[config.mk]
export PLATFORM = sky130hd
export DESIGN_NAME = mvm_stream_loader
export DESIGN_NICKNAME = d
export VERILOG_FILES = /design/src/rtl/mvm_stream_loader.sv
export SDC_FILE = /design/constraint.sdc
export NUM_CORES = 1
export LEC_CHECK = 0
export ABC_CLOCK_PERIOD_IN_PS = 3900
export CORE_ASPECT_RATIO = 0.5
export CORE_MARGIN = 10
export CORE_UTILIZATION = 36
export DETAILED_ROUTE_END_ITERATION = 8
export PLACE_DENSITY = 0.6
export SKIP_CTS_REPAIR_TIMING = 1
export SLEW_MARGIN = 15
export SYNTH_ARGS = -nofsm -noshare
export SYNTH_HDL_FRONTEND = slang
export SYNTH_SLANG_ARGS = --single-unit
[constraint.sdc]
create_clock -name clk -period 3.9 [get_ports clk]
set_input_delay 0.39 -clock clk [delete_from_list [all_inputs] [get_ports clk]]
set_output_delay 0.39 -clock clk [all_outputs]
set_load 0.01 [all_outputs]
[src/rtl/mvm_stream_loader.sv]
// Stream front/back end for the 8x8 matrix-vector core.
// Takes A (row-major) then b as a byte stream and transposes A into column
// writes for the row FIFOs. It pushes b, waits for a fresh done edge from the
// core, and then returns the DIM results as a valid/ready stream.
//
// state     | meaning
// ----------+-----------------------------------------------------------
// CLEAR     | one cycle; the accumulator-clear pulse is issued from here
// LOAD_A    | accept DIM*DIM bytes of A into the local buffer
// PUSH_A    | write one column per cycle to all row FIFOs (DIM cycles)
// LOAD_B    | accept DIM bytes of b, each forwarded to the vector FIFO
// WAIT_DONE | wait for a 0->1 edge on mvm_done (a level already high is stale)
// SETTLE    | down-count the MAC drain, then latch every mvm_out lane
// DRAIN     | present the results on r_*, element 0 first
module mvm_stream_loader #(
  parameter int DATA_WIDTH = 8,
  parameter int DIM        = 8,
  parameter int SETTLE     = 2
) (
  input  logic                                 clk,
  input  logic                                 rst_n,
  input  logic [DATA_WIDTH-1:0]                s_data,
  input  logic                                 s_valid,
  output logic                                 s_ready,
  output logic                                 clr,
  output logic                                 a_wren,
  output logic [DIM-1:0][DATA_WIDTH-1:0]       a_fifo_in,
  output logic                                 b_wren,
  output logic [DATA_WIDTH-1:0]                b_fifo_in,
  input  logic                                 mvm_done,
  input  logic [DIM-1:0][3*DATA_WIDTH-1:0]     mvm_out,
  output logic [3*DATA_WIDTH-1:0]              r_data,
  output logic                                 r_valid,
  input  logic                                 r_ready,
  output logic                                 r_last,
  output logic                                 busy
);

  localparam int RW = 3 * DATA_WIDTH;
  localparam int CW = $clog2(DIM);
  localparam int BW = $clog2(DIM * DIM);
  localparam int SW = $clog2(SETTLE + 1);

  localparam logic [BW-1:0] BYTE_LAST = BW'(DIM * DIM - 1);
  localparam logic [CW-1:0] IDX_LAST  = CW'(DIM - 1);
  localparam logic [SW-1:0] SETTLE_LD = SW'(SETTLE);

  typedef enum logic [2:0] {
    S_CLEAR, S_LOAD_A, S_PUSH_A, S_LOAD_B, S_WAIT_DONE, S_SETTLE, S_DRAIN
  } state_t;

  state_t state, state_nxt;

  logic [DIM-1:0][DIM-1:0][DATA_WIDTH-1:0] abuf;
  logic [DIM-1:0][RW-1:0]                  res;
  logic [BW-1:0]                           byte_cnt;
  // Shared index: column in PUSH_A, element in LOAD_B and DRAIN.
  logic [CW-1:0]                           idx;
  logic [SW-1:0]                           settle_cnt;
  logic                                    done_q;

  logic s_fire, r_fire, done_rise;

  assign s_fire    = s_valid && s_ready;
  assign r_fire    = r_valid && r_ready;
  assign done_rise = mvm_done && !done_q;

  // State register.
  always_ff @(posedge clk or negedge rst_n) begin
    if (!rst_n) state <= S_CLEAR;
    else        state <= state_nxt;
  end

  // Next-state decode.
  always_comb begin
    state_nxt = state;
    case (state)
      S_CLEAR:     state_nxt = S_LOAD_A;
      S_LOAD_A:    if (s_fire && byte_cnt == BYTE_LAST) state_nxt = S_PUSH_A;
      S_PUSH_A:    if (idx == IDX_LAST) state_nxt = S_LOAD_B;
      S_LOAD_B:    if (s_fire && idx == IDX_LAST) state_nxt = S_WAIT_DONE;
      S_WAIT_DONE: if (done_rise) state_nxt = S_SETTLE;
      S_SETTLE:    if (settle_cnt == '0) state_nxt = S_DRAIN;
      S_DRAIN:     if (r_fire && idx == IDX_LAST) state_nxt = S_CLEAR;
      default:     state_nxt = S_CLEAR;
    endcase
  end

  // Registered outputs, buffers and counters.
  always_ff @(posedge clk or negedge rst_n) begin
    if (!rst_n) begin
      s_ready    <= 1'b0;
      clr        <= 1'b0;
      a_wren     <= 1'b0;
      a_fifo_in  <= '0;
      b_wren     <= 1'b0;
      b_fifo_in  <= '0;
      r_data     <= '0;
      r_valid    <= 1'b0;
      r_last     <= 1'b0;
      busy       <= 1'b0;
      abuf       <= '0;
      res        <= '0;
      byte_cnt   <= '0;
      idx        <= '0;
      settle_cnt <= '0;
      done_q     <= 1'b0;
    end else begin
      done_q  <= mvm_done;
      clr     <= (state == S_CLEAR);
      busy    <= (state_nxt != S_CLEAR);
      // s_ready tracks the load states, so it falls with the final byte.
      s_ready <= (state_nxt == S_LOAD_A) || (state_nxt == S_LOAD_B);

      if (state == S_LOAD_A && s_fire) begin
        abuf[byte_cnt[BW-1:CW]][byte_cnt[CW-1:0]] <= s_data;
        byte_cnt <= (byte_cnt == BYTE_LAST) ? '0 : byte_cnt + BW'(1);
      end

      a_wren <= (state == S_PUSH_A);
      if (state == S_PUSH_A) begin
        for (int i = 0; i < DIM; i++) a_fifo_in[i] <= abuf[i][idx];
      end

      b_wren <= (state == S_LOAD_B) && s_fire;
      if (state == S_LOAD_B && s_fire) b_fifo_in <= s_data;

      if (state != state_nxt) begin
        idx <= '0;
      end else if ((state == S_PUSH_A) || (state == S_LOAD_B && s_fire) ||
                   (state == S_DRAIN && r_fire)) begin
        idx <= idx + CW'(1);
      end

      if (state == S_WAIT_DONE && done_rise) begin
        settle_cnt <= SETTLE_LD;
      end else if (state == S_SETTLE && settle_cnt != '0) begin
        settle_cnt <= settle_cnt - SW'(1);
      end

      // All lanes are captured together so a later change on mvm_out can't tear the set.
      if (state == S_SETTLE && settle_cnt == '0) begin
        res     <= mvm_out;
        r_valid <= 1'b1;
        r_data  <= mvm_out[0];
        r_last  <= (DIM == 1);
      end

      if (state == S_DRAIN && r_fire) begin
        if (idx == IDX_LAST) begin
          r_valid <= 1'b0;
          r_last  <= 1'b0;
        end else begin
          r_data <= res[idx + CW'(1)];
          r_last <= ((idx + CW'(1)) == IDX_LAST);
        end
      end
    end
  end

endmodule
---- After elaboration in Yosys (flattened, before gate mapping) ----
Cells that the tools add are included.
storage, ports and cells
  bits of input ports ..................... 205
  output and inout bits ................... 103
  logic and storage cells ................. 184
  flip-flop bits (word level) ............. 822
cells by class
  $lt $le $gt $ge ......................... 6
  equal/unequal tests ..................... 12
  reduce and logical (&&, ||, !) cells .... 25
  $add $sub $neg .......................... 3
  muxes and demuxes ....................... 44
operators with widths
  operator                                                            count
  bitwise mux 512 bit                                                 1
  binary-select mux 8 bit (select 3 bit)                              8
  demux 64 bit (select 3 bit)                                         1
  two-way mux 24 bit                                                  4
  binary-select mux 24 bit (select 3 bit)                             1
  two-way mux 8 bit                                                   9
  two-way mux 64 bit                                                  1
  demux 8 bit (select 3 bit)                                          1
  two-way mux 3 bit                                                   8
  one-hot mux 3 bit (7 select lines)                                  1
  less-than comparator 3 x 4 -> 1 bit (second input constant)         4
  equality test 3 bit (second input constant)                         5
  logical AND 1 bit                                                   14
  equality test 3 x 2 -> 1 bit (second input constant)                3
  nonzero test 2 bit                                                  4
  adder 6 x 1 -> 6 bit (second input constant)                        1
  equality test 3 x 1 -> 1 bit (second input constant)                2
  equality test 6 bit (second input constant)                         1
  greater-or-equal comparator 3 x 1 -> 1 bit (second input constant)  2
  two-way mux 1 bit                                                   6
  two-way mux 6 bit                                                   1
  two-way mux 2 bit                                                   2
  adder 3 x 1 -> 3 bit (second input constant)                        1
  logical NOT 3 bit                                                   1
  6 further kinds                                                     8

---- Longest topological paths before layout ----
Gate-level depths: netlist (run 1).
  word-level depth ........................ 7
  depth in mapped cells ................... 10
  depth with buffers taken out ............ 6

---- Least setup slack after synthesis (run 1) ----
No wires, ideal clock.
  kind .................................... flip-flop to flip-flop
  start ................................... register idx[0]
  end ..................................... register r_data[14]
  required time ........................... 3.763 ns
  clock period less this slack ............ 2.764 ns
  arrival time ............................ 2.627 ns
  stages on the path, launching flop included .. 11
  path buffers ............................ 5
  setup slack ............................. 1.136 ns
  cell sequence ........................... dfrtp_1 > clkbuf_1 > buf_4 > buf_2 > inv_1 > ha_1 > buf_1 > buf_1 > mux4_2 > mux2i_1 > a21oi_1
between the ends
  word-level cells in the longest chain between the ends .. 5
RTL lines
  what                                      RTL line  text
  from (decl)                               58        logic [CW-1:0] idx;
  from (signal assigned)                    132       idx <= idx + CW'(1);
  adder 3 x 1 -> 3 bit                      154       r_data <= res[idx + CW'(1)];
  binary-select mux 24 bit (select 3 bit)   154
  two-way mux 24 bit (not written as such)  154
  two-way mux 24 bit *                      150       if (idx == IDX_LAST) begin
  two-way mux 24 bit *                      149       if (state == S_DRAIN && r_fire) begin
  to (signal assigned)                      145       r_data <= mvm_out[0];
  to (signal assigned)                      154
  to (decl)                                 32        output logic [3*DATA_WIDTH-1:0] r_data,
Every way passes the cells marked *; elsewhere a longest branch is shown, timed or not. The select of a mux whose other input is x is not followed.
A chain may end at the register's enable or synchronous reset.

---- Worst setup path after layout (run 1) ----
  start ................................... register state[0]
  end ..................................... register abuf[13] (netlist bit)
between the ends
  word-level cells in the longest chain between the ends .. 2
RTL lines
  what                             RTL line  text
  from (decl)                      52        state_t state, state_nxt;
  from (signal assigned)           71        else state <= state_nxt;
  equality test 3 x 1 -> 1 bit     115       if (state == S_LOAD_A && s_fire) begin
  logical AND 1 bit                115
  to (signal, indexed assignment)  116       abuf[byte_cnt[BW-1:CW]][byte_cnt[CW-1:0]] <= s_data;
  to (decl)                        54        logic [DIM-1:0][DIM-1:0][DATA_WIDTH-1:0] abuf;
No other way between the ends.

==> out/results.ini, run 1 <==
[status]
status = finished clean

[finish]
final_nets = 3162
areaGrowthSynthToFinish_pct = 19.5
n_antenna_cell = 0
regArea_sq_um = 20600
design_area_sq_um = 43600
fillers = 9047
drive_gt1_share_pct = 30.9
multi_input_area_sq_um = 15100

[cts]
clockBufferDepth = 3
clkSinkCount = 822
cts_tree = yes
insertion_delay_ps = 670
root_buffer = clkbuf_16
cts_buffers = 80
cts_max_level = 3
clk_pin_slew_ps = 60

[synth]
async_flop_share_pct = 100
ys_ff_latch = 822
yosys.area_share.simple_pct = 9.03
synth_nets = 2916
yosysSeqAreaShare_pct = 56.4
syn-instance-count = 2706
syn_area_per_cell_sq_um = 13.5
synth_adder_area_share_pct = 0.172
synth_edf_count = 0
yosys.area_share.xor_xnor_pct = 0.0721
synth_area_sq_um = 36400
ys_types = 54
synth_top_family_by_area = multiplexers
synth-compound-area-share_pct = 2.66
synth_ff_type = dfrtp_1
synthMuxAreaShare_pct = 29.4
ys_warn_count = 0

[placed_design]
post-place-ws_ps = 881
hpwlAfterDp_mm = 62.2
place_area_sq_um = 40900
port-buffer-count = 307
place_congestion = 0.777

[timing]
finClkSkew_ps = 32.3
fin_setup_tns_ps = 0
setup_slack_ps = 983
relSlewSlack_pct = 19.1
tightestPinTransition_ps = 1210
rsz0062_at_grt = false
slew_viol_final = 0
hold_viol = 0
finalHoldWorstSlack_ps = 225
setup_viol = 0
fmax_mhz = 343
post-route-period-util_pct = 74.8
period_minus_slack_ps = 2920

[power]
powerDensity_nw_per_um2 = 623
power_leakage_uw = 0.0198
irDropWorstVdd_uv = 746

[die]
die_w_um = 470
core-area_sq_um = 100000
die_y_um = 245
die-area_sq_um = 115000
io_pins = 308
num_rows = 82
start_util_pct = 36.4

[detailed_routing]
drt_iter0_drc = 1425
drt-total-wl_mm = 93.8
wire_per_inst_um = 21.6
drc_errors = 0
ant_nets = 0
drt_pre_antenna_iters = 4
via_per_inst = 5.09
dr_total_vias = 22144

[global_route]
gr-usage-all-layers_pct = 16.2
grt-ovfl-total = 0
grt_pass1_vias = 23803
grt_pass1_wl_mm = 147
antenna_found_initial = 1
grt_max_degree = 115

[setup_path]
startpoint = state[0]
required_ps = 4440
critPathKind = reg2reg
cp.arrival_ps = 3460
reg2reg_from = state[0]
crit_path_end_kind = flip-flop
cp_max_fo = 18
cp-start-kind = flip-flop

[worst_hold_path]
worstHoldStart = mvm_done
hold_class = in2reg

[run]
cap_violations = 0

-- layout make-up --
class / instances / share of cell area, %
sequential: 822 / 47.2
clock buffer: 120 / 5.45
inverter: 7 / 0.0603
clock inverter: 15 / 0.563
tap: 1344 / 3.86
timing repair buffer: 353 / 8.15
multi-input combinational: 1688 / 34.7
-- registers in the layout, summed over array words and instances, names as in the netlist, 2 cells and up --
| register | flops |
|---|---|
| state | 3 |
| idx | 3 |
| byte_cnt | 6 |
| b_fifo_in | 8 |
| abuf | 512 |
| r_data | 24 |
| res | 192 |
| a_fifo_in | 64 |
| settle_cnt | 2 |
-- synth_stat cells (3+ instances only) --
library cell	count	area, sq um
mux2_1	24	270
buf_2	31	155
xnor2_1	3	26.3
nor2_2	33	206
mux2_2	496	5590
a211oi_1	26	195
nor4_4	3	63.8
nor2_8	8	160
buf_4	5	37.5
and2_1	25	156
nand4_2	4	50.1
nand2_2	24	150
nor2_1	80	300
o21ai_0	6	30.0
a21o_1	25	188
dfrtp_1	822	20600
nand3_1	4	20.0
ha_1	5	62.6
a21oi_1	91	455
inv_1	6	22.5
mux4_2	176	3960
nand2_1	522	1960
nor3_1	4	20.0
clkbuf_1	132	495
mux2i_1	90	901
buf_1	20	75.1
nand2b_1	5	31.3
-- logic make-up (layout without fill, tap and decap cells) --
group                      after synthesis  after routing
muxes                                  786            786
AOI/OAI and AO/OA                      161            161
buffers and inverters                  196            495
adders and majority gates                5              5
xor gates and xnor gates                 3              3
DFF                                    822            822
and+or+nand+nor                        733            733
-- path summary, 6_finish.rpt --
check	endpoint	slack, ps	cells past startpoint
hold / removal	done_q	230	1
setup reg to reg	abuf[13]	980	4
hold reg to reg	res[113]	470	2
max in group asynchronous	abuf[298]	2340	4
setup / recovery	abuf[13]	980	4
min in group asynchronous	abuf[342]	280	2
-- through the flow --
| step | util, % | std cells | power, uW |
|---|---|---|---|
| after CTS | 43.4 | 4348 | 27500 |
| after detailed placement | 40.8 | 4213 | 19600 |
| after floorplan | - | 2706 | 16900 |
| after global routing | 43.5 | 4349 | 28600 |
| final | 43.5 | 4349 | 27100 |
| after global placement | 40.8 | 4213 | 19300 |
-- placed cells by master, fill, tap and decap left out, drive strengths merged, types with 2 or more instances in the layout --
cell type,Yosys,final
a211oi,26,26
a21boi,2,2
a21o,25,25
a21oi,91,91
a31o,2,2
and2,27,27
and4b,2,2
buf,57,54
bufinv,0,4
clkbuf,132,120
clkdlybuf4s50,0,298
clkinv,1,9
dfrtp,822,822
ha,5,5
inv,6,9
mux2,520,520
mux2i,90,90
mux4,176,176
nand2,546,546
nand2b,5,5
nand3,4,4
nand3b,2,2
nand4,6,6
nand4b,2,2
nor2,121,121
nor2b,2,2
nor3,4,4
nor4,3,3
o21ai,6,6
o22ai,2,2
or2,2,2
xnor2,3,3
-- routing by layer --
layer  wire, um  track usage (%)  up-vias
met2      46200             27.3      409
met3       4170             3.79      136
met4       2640             4.82        2
li1           -                -    10003
met5         13                0        -
met1      40800             20.8    11594
-- critical path, stage by stage, from the launching register on --
cell and delay (ps):
dfrtp_1 780, and4b_1 570, nand4_2 520, nor2_2 540
mux2_2 390
-- where the power goes --
group	internal [uW]	switching, uW	leakage (uW)
Clock	4490	3400	0.00128
Combinational	4080	3710	0.00823
Sequential	10400	1090	0.0103
Power figures use the tool's default switching activity.
==> run 2: changes to the inputs <==
--- a/config.mk
+++ b/config.mk
@@ -5,12 +5,12 @@
 export SDC_FILE = /design/constraint.sdc
 export NUM_CORES = 1
 export LEC_CHECK = 0
-export ABC_CLOCK_PERIOD_IN_PS = 3900
+export ABC_CLOCK_PERIOD_IN_PS = 2400
 export CORE_ASPECT_RATIO = 0.5
 export CORE_MARGIN = 10
 export CORE_UTILIZATION = 36
 export DETAILED_ROUTE_END_ITERATION = 8
-export PLACE_DENSITY = 0.6
+export PLACE_DENSITY = 0.62
 export SKIP_CTS_REPAIR_TIMING = 1
 export SLEW_MARGIN = 15
 export SYNTH_ARGS = -nofsm -noshare
==> constraint.sdc (replaced) <==
create_clock -name clk -period 2.4 [get_ports clk]
set_input_delay 0.24 -clock clk [delete_from_list [all_inputs] [get_ports clk]]
set_output_delay 0.24 -clock clk [all_outputs]
set_load 0.01 [all_outputs]
==> run 2 against run 1 <==
Sequential share of layout area is 1.7 points lower. Sequential power up 62%. Critical endpoint is now a_fifo_in[52]. Cell count is 2.3% higher. Critical path type unchanged. Clock-buffer cell count fell by 6. Critical path depth is 2 higher.
==> out/results.ini, run 2 (same netlist as run 1, synthesis figures left out) <==
[status]
status = finished clean

[finish]
areaGrowthSynthToFinish_pct = 24.0
final_cells = 4451
final_nets = 3263
regArea_sq_um = 20600
largest_register = abuf
multi_input_area_sq_um = 15100
top_regs = abuf x512, res x192, a_fifo_in x64
final_core_util_pct = 45.1
fillers = 8926
largest_reg_flops = 512
final_common_cell = dfrtp_1
final_cell_mix = 819 x dfrtp_1, 522 x nand2_1, 496 x mux2_2
drive_gt1_share_pct = 33.4

[setup_path]
cp_slowest_cell = dfrtp_4
critPathMaxStageDelay_ps = 440
cp_num_buf_inv = 3
startpoint = idx[1]
required_ps = 2920
crit_cells = 6
reg2reg_from = idx[1]
cp-start-kind = flip-flop
cp_top_family = buffers and inverters
r2r-end = a_fifo_in[52]
critPathCapture = a_fifo_in[52]
crit_top_cell = buf_4
reg2reg_slack_ps = 210
cp.arrival_ps = 2710
cp_max_fo = 60
reg2regPathDepth = 6
path_cells = buf_12, buf_4, mux4_2, mux2i_1, buf_4, a21oi_1
critPathKind = reg2reg
crit_path_end_kind = flip-flop

[timing]
relSlewSlack_pct = 52.1
post-route-period-util_pct = 91.1
setup_viol = 0
fin_setup_tns_ps = 0
finClkSkew_ps = 22.4
rsz0062_at_grt = false
setup_slack_ps = 215
fmax_mhz = 458
period_minus_slack_ps = 2190
slew_viol_final = 0
tightestPinTransition_ps = 718
hold_viol = 0

[die]
die_w_um = 470
num_rows = 82
io_pins = 308
die-area_sq_um = 115000
start_util_pct = 36.4
die_y_um = 245
core-area_sq_um = 100000

[global_route]
antenna_found_initial = 0
gr-usage-all-layers_pct = 16.5
grt_max_degree = 128
grt_pass1_vias = 24460
grt_pass1_wl_mm = 149
grt-ovfl-total = 0

[power]
irDropWorstVdd_uv = 679
powerDensity_nw_per_um2 = 1000
power_leakage_uw = 0.0206
power_uw = 45200

[placed_design]
post-place-ws_ps = 21.5
hpwlAfterDp_mm = 64.0
dp.cells = 4312
port-buffer-count = 307
place_congestion = 0.801

[worst_hold_path]
hold_class = in2reg

[cts]
root_buffer = clkbuf_16
clkSinkCount = 822
insertion_delay_ps = 670
clockBufferDepth = 3
clk_pin_slew_ps = 60
cts_tree = yes
cts_max_level = 3
cts_buffers = 80

[detailed_routing]
wire_per_inst_um = 21.4
dr_total_vias = 22539
drc_errors = 0
drt-total-wl_mm = 95.1
drt_iter0_drc = 1315
drt_pre_antenna_iters = 4
via_per_inst = 5.06
ant_nets = 0

[run]
cap_violations = 0

-- run 2: changes by cell type in the layout (fill, tap and decap cells not counted) --
cell	before	now
clkinv_4	3	0
buf_4	32	68
inv_6	1	3
diode_2	0	1
buf_12	13	76
clkinv_2	4	8
clkinvlp_4	0	2
dlygate4sd3_1	1	3
clkbuf_1	20	11
clkbuf_8	18	21
bufinv_16	4	5
-- run 2: through the flow --
stage          hold WS [ps]  instance area [sq um]
2_1_floorplan         -55.6                  36400
4_1_cts                -519                  45100
6_report               49.5                  45200
3_3_place_gp            198                  42500
5_1_grt                10.7                  45200
3_5_place_dp            197                  42500
-- run 2: power by group --
group          switching, uW  internal, uW  leakage [uW]
clock                   5550          7470       0.00132
sequential              1640         16800        0.0103
combinational           6390          7330       0.00897
total                  13600         31600        0.0206
-- run 2: how the worst min path moves through the flow --
stage	startpoint	end	slack, ps	cells past startpoint
2_1_floorplan	rst_n	a_fifo_in[0]	-60	0
3_3_place_gp	rst_n	res[35]	200	1
3_5_place_dp	rst_n	res[83]	200	1
4_1_cts	rst_n	res[83]	-520	1
5_1_grt	mvm_done	done_q	10	1
6_report	mvm_done	done_q	50	1
-- run 2: routing by layer --
metal  track usage, %  share of wire, %  vias to the layer above
li1                 -                 -                    10226
met1             21.1                43                    11781
met2             28.6                50                      400
met3             3.19               3.8                      132
met4             4.36               2.4                        0
met5                0                 0                        -
-- run 2: final cells by class --
cell class                 count  area share [%]
sequential                   822            45.6
multi-input combinational   1688            33.4
timing repair buffer         454            11.3
clock buffer                 114            5.27
tap                         1344            3.72
clock inverter                21           0.667
inverter                       7          0.0582
antenna                        1         0.00554
==> run 3: changes to the inputs <==
--- a/config.mk
+++ b/config.mk
@@ -9,6 +9,7 @@
 export CORE_ASPECT_RATIO = 0.5
 export CORE_MARGIN = 10
 export CORE_UTILIZATION = 36
+export CTS_CLUSTER_SIZE = 20
 export DETAILED_ROUTE_END_ITERATION = 8
 export PLACE_DENSITY = 0.62
 export SKIP_CTS_REPAIR_TIMING = 1
==> results of run 3 <==
Final layout, timing and power as in run 2 (identical DEF).
==> edit 1: new RTL, config.mk and constraints of run 2 <==
Re-encode `state_t` (7 states) as one-hot, 7 bits wide.
--- a/src/rtl/mvm_stream_loader.sv
+++ b/src/rtl/mvm_stream_loader.sv
@@ -45,8 +45,8 @@
   localparam logic [CW-1:0] IDX_LAST  = CW'(DIM - 1);
   localparam logic [SW-1:0] SETTLE_LD = SW'(SETTLE);
 
-  typedef enum logic [2:0] {
-    S_CLEAR, S_LOAD_A, S_PUSH_A, S_LOAD_B, S_WAIT_DONE, S_SETTLE, S_DRAIN
+  typedef enum logic [6:0] {
+    S_CLEAR = 7'b0000001, S_LOAD_A = 7'b0000010, S_PUSH_A = 7'b0000100, S_LOAD_B = 7'b0001000, S_WAIT_DONE = 7'b0010000, S_SETTLE = 7'b0100000, S_DRAIN = 7'b1000000
   } state_t;
 
   state_t state, state_nxt;
Formal check against the unedited RTL: no difference found for any inputs over 4 cycles, from zero or initial values and one cycle with rst_n low; so few cycles prove little.
==> edit 1 against run 2 <==
Cell area barely moved. Wire length rose by 3.5%. Via count rose by 2.9%. Count of clock-buffer cells in the layout fell by 1. Worst setup slack got worse by 100 ps. Sequential cell count rose by 4. Synthesized area rose by 0.45%.
Power is not compared: it rests on default switching activity, and its combinational part moved more than twofold at a synthesized area within 25%.
==> edit 1: results (changes against run 2) <==
Placement:
- The post-place setup slack is -101 ps (-123 ps).
- The cell total after placement is 4402 (+2.1%).
- The global placement routability congestion came to 0.811 (+1.3%).
- The HPWL after detailed placement is 65700 um (+2.5%).
- The number of buffer cells added on primary ports is 307 (unchanged).

Global routing:
- The overall routing resource usage is 16.9% (+0.40 points).
- The maximum number of pins on one net before global-route repair was 119 (-7.0%).
- The number of global-route vias before repair was 24900 (+1.7%).
- The first-pass GRT wire length came to 153000 um (+2.6%).
- The number of antenna violations at the first check in global routing is 1 (+1).

STA:
- The worst-case hold slack was 71.0 ps (+21.5 ps).
- The relative slew slack is 42.5% (-9.5 points).
- The highest achievable clock rate came to 438 MHz (-4.4%).

Synth:
- The number of cells produced by synthesis is 2798 (+3.4%).
- Sorting the synthesized cells by area gives the leading types as sky130_fd_sc_hd__dfrtp_1 56%, sky130_fd_sc_hd__mux2_2 15%, sky130_fd_sc_hd__mux4_2 11%.
- The xor-xnor portion of the synthesized cell area is 0.0957% (+0.024 points).
- The sequential element share of the synthesized area is 56.5% (about the same).
- The post-synthesis net count is 3008 (+3.2%).
- By count the netlist is led by 825 x sky130_fd_sc_hd__dfrtp_1, 721 x sky130_fd_sc_hd__nand2_1, 501 x sky130_fd_sc_hd__mux2_2.
- The share of the synthesized area in compound gates (AO/OA/AOI/OAI) came to 2.25% (-0.42 points).
- The multiplexer share of the synthesized area is 28.4% (-1.0 points).
- The area share of fa/ha/maj cells after synthesis came to 0.171% (-0.00076 points).

Critical path:
- The maximum fanout along the worst path was 10 (-83%).
- The slack of the worst reg-to-reg path is 120 ps (-100 ps).
- The critical path arrival was 2800 ps (+90 ps).

Route:
- The overall routed net length is 98500 um (+3.5%).
- The DRC violation total after the first TritonRoute iteration was 1312 (-0.23%).
- The via count of the routed design was 23200 (+2.9%).
- The iteration count of the initial detailed-routing pass came to 5 (+1).
- The routed length per placed instance is 21.6 um (+1.2%).

Power:
- The clock network power consumption is roughly 13 mW.

Outcome:
- The run finished with clean final reports.

Clock tree:
- The number of clock buffers inserted by TritonCTS is 79 (-1.3%).
- The clock root buffer is sky130_fd_sc_hd__clkbuf_16.

Finish:
- The fraction of layout instances using a drive strength above 1 was 32.5% (-0.87 points).
- The number of nets in the layout is 3353 (+2.8%).
- The filler cell count in the final layout is 9045 (+1.3%).
==> edit 1: worst max-delay path, stage by stage, from the launching register on <==
cell	delay, ps
sky130_fd_sc_hd__dfrtp_4	540
sky130_fd_sc_hd__ha_1	180
sky130_fd_sc_hd__ha_2	290
sky130_fd_sc_hd__nand3_1	100
sky130_fd_sc_hd__nand3_1	140
sky130_fd_sc_hd__o21ai_0	200
sky130_fd_sc_hd__o32a_1	390
sky130_fd_sc_hd__or2_2	290
==> edit 1: kinds of logic after synthesis <==
family                   Yosys count
flip-flops                       826
XOR/XNOR                           4
buffers and inverters            196
multiplexers                     754
adder cells (fa/ha/maj)            5
AO/OA/AOI/OAI                    137
AND/OR/NAND/NOR                  876
==> edit 1: per-layer routing <==
metal / global-route usage (%) / routed length, um / part of all wire, % / up-vias
met1: 21.3 / 42200 / 43 / 12100
met2: 29.3 / 49200 / 50 / 492
met5: 0 / 0 / 0 / -
met3: 3.62 / 4670 / 4.7 / 133
li1: - / - / - / 10500
met4: 4.52 / 2380 / 2.4 / 0
==> edit 1: area by class of cell <==
class	instances	area (um2)	share of cell area [%]
Clock buffer	113	2370	5.25
Inverter	6	22.5	0.0499
Antenna cell	2	5.00	0.0111
Tap cell	1344	1680	3.72
Clock inverter	33	420	0.931
Multi-Input combinational cell	1776	15200	33.6
Timing Repair Buffer	454	4810	10.7
Sequential cell	826	20700	45.8
==> edit 1: worst paths after layout <==
| check | start | endpoint | cells after the start |
|---|---|---|---|
| max | idx[0] | s_ready | 7 |
| min | s_data[5] | b_fifo_in[5] | 3 |
| max reg2reg | idx[0] | s_ready | 7 |
| min reg2reg | res[106] | res[106] | 2 |
| max in group asynchronous | rst_n | abuf[134] | 3 |
| min in group asynchronous | rst_n | abuf[369] | 2 |
==> edit 2: new RTL, config.mk and constraints of run 2 <==
Without the edit above. The parameter `SETTLE` goes from 2 to 4.
--- a/src/rtl/mvm_stream_loader.sv
+++ b/src/rtl/mvm_stream_loader.sv
@@ -15,7 +15,7 @@
 module mvm_stream_loader #(
   parameter int DATA_WIDTH = 8,
   parameter int DIM        = 8,
-  parameter int SETTLE     = 2
+  parameter int SETTLE     = 4
 ) (
   input  logic                                 clk,
   input  logic                                 rst_n,
Function: no difference found for any inputs over 4 cycles, from zero or initial values and one cycle with rst_n low; that may be too few to reach the edited logic, so the function may still have changed.
==> edit 2 against run 2 <==
Non-clock buffer count fell by 21. Synthesized area down 0.45%. Sequential cell count increased by 1. Worst setup slack worse by 44 ps. Wire length shrank 3.5%. Largest cell class unchanged. Cell area down 1.3%. Total power up 2.5%. Die area is 0.42% lower. Largest power group unchanged.
==> edit 2: results (changes against run 2) <==
Synth:
- The area share of fa/ha/maj cells after synthesis came to 0.207% (+0.035 points).
- The mean area per synthesized cell is 13.2 um2 (-1.6%).
- The distinct cell type count of the synthesized netlist was 48 (-11%).
- The multiplexer share of the synthesized area is 30.4% (+0.94 points).
- The share of the synthesized area in compound gates (AO/OA/AOI/OAI) came to 1.64% (-1.0 points).
- The commonest cells after synthesis are 823 x sky130_fd_sc_hd__dfrtp_1, 654 x sky130_fd_sc_hd__nand2_1, 530 x sky130_fd_sc_hd__mux2_2.
- The post-synthesis net count is 2950 (+1.2%).
- The xor-xnor portion of the synthesized cell area is 0.0966% (+0.024 points).
- In the post-synthesis netlist, the biggest area contributors are sky130_fd_sc_hd__dfrtp_1 57%, sky130_fd_sc_hd__mux2_2 16%, sky130_fd_sc_hd__mux4_2 11%.

Global routing:
- The number of global-route vias before repair is 24500 (+0.23%).
- The first-pass GRT wire length is 146000 um (-2.2%).
- The overall routing resource usage is 16.1% (-0.34 points).
- The maximum number of pins on one net before global-route repair is 89 (-30%).
- The number of antenna violations at the first check in global routing is 3 (+3).

Finish:
- The final cell count without fillers is 4475 (+0.54%).
- The filler cell count in the final layout is 9061 (+1.5%).

Critical path:
- The slowest library cell on the worst path is sky130_fd_sc_hd__or4_1.
- The maximum fanout along the worst path is 8 (-87%).

Route:
- The routed length per placed instance is 20.5 um (-4.0%).
- The routed via count divided by cell count is 5.01 (-0.99%).
- The DRC violation total after the first TritonRoute iteration is 1250 (-4.9%).

Placement:
- The HPWL after detailed placement is 61100 um (-4.6%).
- The post-place setup slack is 9.53 ps (-12.0 ps).

Power:
- The combinational power was 14.2 mW (+4%).
- The fraction of power spent switching nets was 30.7% (+0.65 points).
- The worst ir drop on vdd is 0.712 mV (+5.0%).
- The overall power after layout is 46.3 mW (+2.5%).

STA:
- The fraction of the cycle the final worst path needs was 92.9% (+1.8 points).
- The relative slew slack is 39.8% (-12 points).

Outcome:
- The run finished with clean final reports.
edit 2: cell types whose count changed after synthesis, sizes merged, moves of 22 or more:
cell / run 2 / this run
o21ai: 6 / 28
a21oi: 91 / 67
a211oi: 26 / 3
a21o: 25 / 2
nand2: 546 / 670
mux2: 520 / 546
and2: 27 / 1
nor2: 121 / 77
edit 2: layout make-up:
class                           count  area share, %
Antenna cell                        1        0.00561
Clock buffer                      120           5.33
Clock inverter                     27          0.859
Inverter                            5         0.0421
Multi-Input combinational cell   1722           33.5
Sequential cell                   823           46.2
Tap cell                         1344           3.77
Timing Repair Buffer              433           10.3
edit 2: worst paths after layout:
| kind | slack (ps) | end |
|---|---|---|
| max | 170 | abuf[7] |
| min reg2reg | 470 | res[7] |
| min | 90 | done_q |
| min in group asynchronous | 100 | res[3] |
| max in group asynchronous | 1340 | abuf[291] |
| max reg2reg | 170 | abuf[7] |
edit 2: metal layers:
metal	track usage [%]	vias up	wire [um]
met3	3.37	153	3520
met4	4.44	0	2510
met5	0	-	0
met2	27.0	365	45300
li1	-	10300	-
met1	21.1	11700	40500
edit 2: cell families (layout without fill, tap and decap cells):
logic type | after synthesis | in the layout
AND/OR/NAND/NOR | 790 | 790
other | 0 | 1
flip-flops | 823 | 823
AO/OA/AOI/OAI | 110 | 110
adder cells (fa/ha/maj) | 6 | 6
XOR/XNOR | 4 | 4
multiplexers | 812 | 812
buffers and inverters | 194 | 585
edit 2: metrics by stage:
stage	cell area (um2)	utilization, %
2_1_floorplan	36300	-
3_3_place_gp	41800	41.8
3_5_place_dp	41800	41.8
4_1_cts	44600	44.6
5_1_grt	44600	44.6
6_report	44600	44.6
